`src/rtl/hpm_counter_bank.sv`:
```
// Bank of NUM_CNT machine performance counters (mhpmcounter3..) with per-counter event selectors.
// Optional overflow flag and interrupt (Sscofpmf-style) are enabled by defining HPM_OVF_IRQ_EN.
module hpm_counter_bank #(
    parameter int NUM_CNT    = 6,
    parameter int NUM_EVENTS = 32,
    parameter int EVT_SEL_W  = 5,
    parameter int INC_W      = 2,
    parameter int CNT_W      = 64,
    parameter int XLEN       = 64
) (
    input  logic                        clk_i,
    input  logic                        rst_ni,
    input  logic                        debug_mode_i,
    input  logic [11:0]                 csr_addr_i,
    input  logic                        csr_re_i,
    input  logic                        csr_we_i,
    input  logic [XLEN-1:0]             csr_wdata_i,
    output logic [XLEN-1:0]             csr_rdata_o,
    output logic                        csr_err_o,
    input  logic [NUM_EVENTS*INC_W-1:0] event_inc_i,
    input  logic [NUM_CNT-1:0]          inhibit_i,
    output logic                        ovf_irq_o
);

    logic [CNT_W-1:0]     cnt_q [NUM_CNT];
    logic [CNT_W-1:0]     cnt_d [NUM_CNT];
    logic [EVT_SEL_W-1:0] sel_q [NUM_CNT];
    logic [EVT_SEL_W-1:0] sel_d [NUM_CNT];
    logic [NUM_CNT-1:0]   of_q;

    logic [NUM_CNT-1:0]   hit_lo, hit_hi, hit_evt, cnt_wr;
    logic                 strobe, valid, is_user, wr;
    logic [63:0]          wdata64;
    logic [63:0]          cnt_ext [NUM_CNT];
    logic [63:0]          wnew    [NUM_CNT];
    logic [INC_W-1:0]     inc     [NUM_CNT];
    logic [CNT_W:0]       sum     [NUM_CNT];
    logic [XLEN-1:0]      evt_v;

    assign strobe  = csr_re_i | csr_we_i;
    assign wdata64 = 64'(csr_wdata_i);

    // Low-half hits cover both the machine and the read-only user alias.
    always_comb begin
        hit_lo  = '0;
        hit_hi  = '0;
        hit_evt = '0;
        for (int i = 0; i < NUM_CNT; i++) begin
            if (csr_addr_i == 12'hB03 + 12'(i) || csr_addr_i == 12'hC03 + 12'(i))
                hit_lo[i] = 1'b1;
            if (XLEN == 32 && (csr_addr_i == 12'hB83 + 12'(i) || csr_addr_i == 12'hC83 + 12'(i)))
                hit_hi[i] = 1'b1;
            if (csr_addr_i == 12'h323 + 12'(i))
                hit_evt[i] = 1'b1;
        end
    end

    assign valid     = |{hit_lo, hit_hi, hit_evt};
    assign is_user   = (csr_addr_i[11:8] == 4'hC);
    assign csr_err_o = strobe & (~valid | (csr_we_i & is_user));
    assign wr        = csr_we_i & ~csr_err_o;

    always_comb begin
        csr_rdata_o = '0;
        evt_v       = '0;
        if (csr_re_i && !csr_err_o) begin
            for (int i = 0; i < NUM_CNT; i++) begin
                evt_v                  = '0;
                evt_v[EVT_SEL_W-1:0]   = sel_q[i];
                evt_v[XLEN-1]          = of_q[i];
                if (hit_lo[i])  csr_rdata_o = XLEN'(cnt_ext[i]);
                if (hit_hi[i])  csr_rdata_o = XLEN'(cnt_ext[i][63:32]);
                if (hit_evt[i]) csr_rdata_o = evt_v;
            end
        end
    end

    always_comb begin
        for (int i = 0; i < NUM_CNT; i++) begin
            cnt_ext[i] = 64'(cnt_q[i]);
            inc[i]     = '0;
            if (!debug_mode_i && !inhibit_i[i]) begin
                for (int e = 1; e < NUM_EVENTS; e++) begin
                    if (sel_q[i] == EVT_SEL_W'(e))
                        inc[i] = event_inc_i[e*INC_W +: INC_W];
                end
            end
            sum[i] = {1'b0, cnt_q[i]} + (CNT_W+1)'(inc[i]);

            wnew[i] = wdata64;
            if (XLEN == 32 && hit_lo[i]) wnew[i] = {cnt_ext[i][63:32], wdata64[31:0]};
            if (hit_hi[i])               wnew[i] = {wdata64[31:0], cnt_ext[i][31:0]};

            cnt_wr[i] = wr & (hit_lo[i] | hit_hi[i]);
            cnt_d[i]  = cnt_wr[i] ? wnew[i][CNT_W-1:0] : sum[i][CNT_W-1:0];
            sel_d[i]  = (wr && hit_evt[i]) ? csr_wdata_i[EVT_SEL_W-1:0] : sel_q[i];
        end
    end

    always_ff @(posedge clk_i or negedge rst_ni) begin
        if (!rst_ni) begin
            for (int i = 0; i < NUM_CNT; i++) begin
                cnt_q[i] <= '0;
                sel_q[i] <= '0;
            end
        end else begin
            for (int i = 0; i < NUM_CNT; i++) begin
                cnt_q[i] <= cnt_d[i];
                sel_q[i] <= sel_d[i];
            end
        end
    end

`ifdef HPM_OVF_IRQ_EN
    logic [NUM_CNT-1:0] of_d;
    logic               irq_q;

    // A counting carry beats a clearing write; a counter write drops the increment, so it cannot overflow.
    always_comb begin
        for (int i = 0; i < NUM_CNT; i++) begin
            of_d[i] = of_q[i];
            if (wr && hit_evt[i])            of_d[i] = csr_wdata_i[XLEN-1];
            if (!cnt_wr[i] && sum[i][CNT_W]) of_d[i] = 1'b1;
        end
    end

    always_ff @(posedge clk_i or negedge rst_ni) begin
        if (!rst_ni) begin
            of_q  <= '0;
            irq_q <= 1'b0;
        end else begin
            of_q  <= of_d;
            irq_q <= |of_q;
        end
    end

    assign ovf_irq_o = irq_q;
`else
    assign of_q      = '0;
    assign ovf_irq_o = 1'b0;
`endif

endmodule

```
`config.mk`:
```
export PLATFORM = sky130hd
export DESIGN_NAME = hpm_counter_bank
export DESIGN_NICKNAME = d
export VERILOG_FILES = /design/src/rtl/hpm_counter_bank.sv
export SDC_FILE = /design/constraint.sdc
export NUM_CORES = 2
export LEC_CHECK = 0
export ABC_AREA = 1
export BUFFER_PORTS_ARGS = -buffer_cell sky130_fd_sc_hd__clkbuf_2
export CELL_PAD_IN_SITES_DETAIL_PLACEMENT = 1
export CELL_PAD_IN_SITES_GLOBAL_PLACEMENT = 2
export CORE_ASPECT_RATIO = 1.75
export CORE_UTILIZATION = 35
export DETAILED_ROUTE_END_ITERATION = 6
export PLACE_DENSITY = 0.93
export SYNTH_ARGS = -nofsm -noshare
export SYNTH_HDL_FRONTEND = slang
export SYNTH_SLANG_ARGS = --single-unit
export TNS_END_PERCENT = 30
```
`constraint.sdc`:
```
create_clock -name clk_i -period 13.41 [get_ports clk_i]
set_input_delay 1.341 -clock clk_i [delete_from_list [all_inputs] [get_ports clk_i]]
set_output_delay 1.341 -clock clk_i [all_outputs]
set_load 0.03 [all_outputs]
```
==> impl_metrics.json <==
{
  "yosysTopAreaCell": "dfrtp_1",
  "cts-root-buf": "clkbuf_16",
  "insertion_delay_ns": 0.65,
  "fp.coreArea_sq_mm": 0.0893,
  "maxSlewHeadroom": 0.0124,
  "route.vias.total": 35700,
  "ys_warn_count": 0,
  "die_h_um": 399,
  "cts-resized-gates": 0,
  "crit_start": "sel_q[4]$_DFFE_PN0P_",
  "fillCellCount": 11800,
  "period_minus_slack_ns": 8.59,
  "overflow": 0,
  "gp_congestion": 1.03,
  "synth_ff_type": "dfrtp_1",
  "path_max_fanout": 26,
  "row_count": 145,
  "nets": 5093,
  "dieArea_sq_mm": 0.0914,
  "via_per_inst": 5.82,
  "grt_use_total": 0.370,
  "area_growth_pct": 12.7,
  "tns_ns": 0,
  "initial_utilization": 0.354,
  "grt_max_degree": 121,
  "hold_viol": 0,
  "portBuffers": 213,
  "synth-edff-count": 0,
  "grt_pass1_wl_um": 247000,
  "fin_skew_ns": 0.0612,
  "yosysMostFrequentCell": "nand2_1",
  "endpoint_kind": "register",
  "utilization": 0.399,
  "post_drt_wl_per_cell_um": 27.8,
  "clockBufferDepth": 3,
  "synthCells": 4754,
  "drtPass1Iterations": 5,
  "ctsHoldBuffers": 0,
  "postSynth.asyncResetShare": 1.00,
  "synth_area_leaders": "dfrtp_1 33%, nand2_1 14%, o21ai_0 7.8%, inv_1 7.7%, xor2_1 7.5%",
  "max-cap-violations": 1,
  "dpl.hpwl_um": 136000,
  "violations": "max-capacitance violations",
  "stdcell_area_sq_mm": 0.0356,
  "crit_type": "register to register",
  "cts_setup_buffers": 0,
  "drc": 0,
  "die-width_um": 229,
  "fmax_ghz": 0.116,
  "first_global_vias": 37500,
  "multi_input_area_sq_mm": 0.0183,
  "outcome": "finished, violations left",
  "crit_top_cell": "nand2_1",
  "p_leak_uw": 0.0170,
  "finalSetupViolations": 0,
  "cts-buffers-inserted": 46,
  "peakVddDrop_mv": 0.0858,
  "placed_area_sq_mm": 0.0340,
  "critPathMaxStageDelay_ns": 0.88,
  "avgSynthCellArea_sq_um": 6.64,
  "syn-cell-area_sq_mm": 0.0316,
  "slew_viol_final": 0,
  "ant_nets": 0,
  "clk_pin_slew_ns": 0.06,
  "timing.final.crit_share": 0.641,
  "drtIter0Drc": 2668,
  "io_pins": 217,
  "crit_family": "simple AND/OR/NAND/NOR gates",
  "register_area_sq_mm": 0.0104,
  "startpoint_type": "register",
  "crit_slowest_cell": "clkinv_1",
  "r2r_start": "sel_q[4]$_DFFE_PN0P_",
  "drive_gt1_frac": 0.0784,
  "min-delay-start": "sel_q[27]$_DFFE_PN0P_",
  "cp.required_ns": 13.87,
  "ys_seq_elements": 414,
  "wl_um": 171000,
  "synth_top_cell_area_share": 0.328,
  "grt_setup_unrepaired": "false",
  "cp_data_arrival_time_ns": 9.05,
  "power_density_mw_per_mm2": 78.0,
  "tritoncts": "done",
  "antenna_found_initial": 5,
  "h-tree-depth": 2,
  "worstHoldPathType": "register to register",
  "synth_commonest_cells": "1185 x nand2_1, 645 x inv_1, 494 x nor2_1",
  "syn-num-nets": 4923,
  "clock-sinks": 414,
  "ys_types": 56,
  "path_buf_inv": 4,
  "tightest_slew_ns": 1.47,
  "yosysSeqAreaShare": 0.328
}
==> per-stage QoR <==
stage | hold WS, ns | power (uW) | setup slack [ns] | std cells
2_1_floorplan | 0.496 | 1330 | 7.95 | 4754
3_3_place_gp | 0.518 | 1440 | 5.27 | 6052
3_5_place_dp | 0.529 | 1440 | 5.17 | 6052
4_1_cts | 0.543 | 2780 | 5.15 | 6135
5_1_grt | 0.576 | 2830 | 4.60 | 6135
6_report | 0.545 | 2780 | 4.82 | 6137
==> metal layers <==
layer | vias up | track usage | share of wire
met4 | 2 | 0.368 | 0.12
met1 | 17700 | 0.377 | 0.35
li1 | 16000 | - | -
met3 | 639 | 0.0416 | 0.045
met5 | - | 0 | 0.000070
met2 | 1379 | 0.648 | 0.49
==> state kept, by name, summed over array words and instances (netlist names) <==
signal and count:
sel_q 30, cnt_ext 384
==> worst min-delay path, cell delays in order (launching register included) <==
cell and delay (ns):
dfrtp_1 0.38, nand2_1 0.06, o21ai_0 0.06
==> layout by cell type, fill, tap and decap left out, types with 8 or more instances in the layout <==
cell type	Yosys	final
o2111ai_1	12	12
inv_1	645	645
a221oi_1	56	56
nand2_1	1185	1177
o221ai_1	31	31
nor3_1	207	206
ha_1	12	12
a32oi_1	24	24
o21ai_1	11	11
nor2_1	494	492
a31oi_1	13	13
a21oi_1	100	100
nor4_1	107	104
clkbuf_2	0	212
nand4_1	142	142
xnor2_1	60	60
clkbuf_1	114	9
nand3_1	212	212
xor2_1	272	272
o22ai_1	19	19
o211ai_1	9	9
clkbuf_16	0	46
dfrtp_1	414	414
o21ai_0	491	491
buf_4	2	54
clkinv_2	0	8
clkbuf_8	0	13
nor2_4	7	9
==> cell families after synthesis <==
group / share of synthesized area
flops: 0.328
buf+inv: 0.0959
fa+ha+maj: 0.00856
other cells: 0.000119
xor+xnor: 0.0921
simple gates: 0.330
mux: 0.000634
compound gates: 0.145
==> final cells by class <==
type / count / share of cell area
flip-flops and latches: 414 / 0.291
inverters: 654 / 0.0690
repair buffers: 267 / 0.0416
clock inverters: 15 / 0.00503
well taps: 1176 / 0.0413
clock buffers: 68 / 0.0383
multi-input cells: 3541 / 0.513
diodes: 2 / 0.000141
==> where the power goes <==
part           internal [uW]  switching (uW)
registers               1260            8.05
logic                   30.7             126
clock network            747             610
total                   2030             744
==> final timing paths <==
kind / endpoint / slack (ns) / cells past startpoint
max: cnt_ext[58]$_DFF_PN0_ / 4.82 / 32
min: sel_q[27]$_DFFE_PN0P_ / 0.55 / 2
max reg2reg: cnt_ext[58]$_DFF_PN0_ / 4.82 / 32
min reg2reg: sel_q[27]$_DFFE_PN0P_ / 0.55 / 2
max in group asynchronous: cnt_ext[22]$_DFF_PN0_ / 10.36 / 3
min in group asynchronous: cnt_ext[111]$_DFF_PN0_ / 0.73 / 1
(Power assumes the default switching activity.)
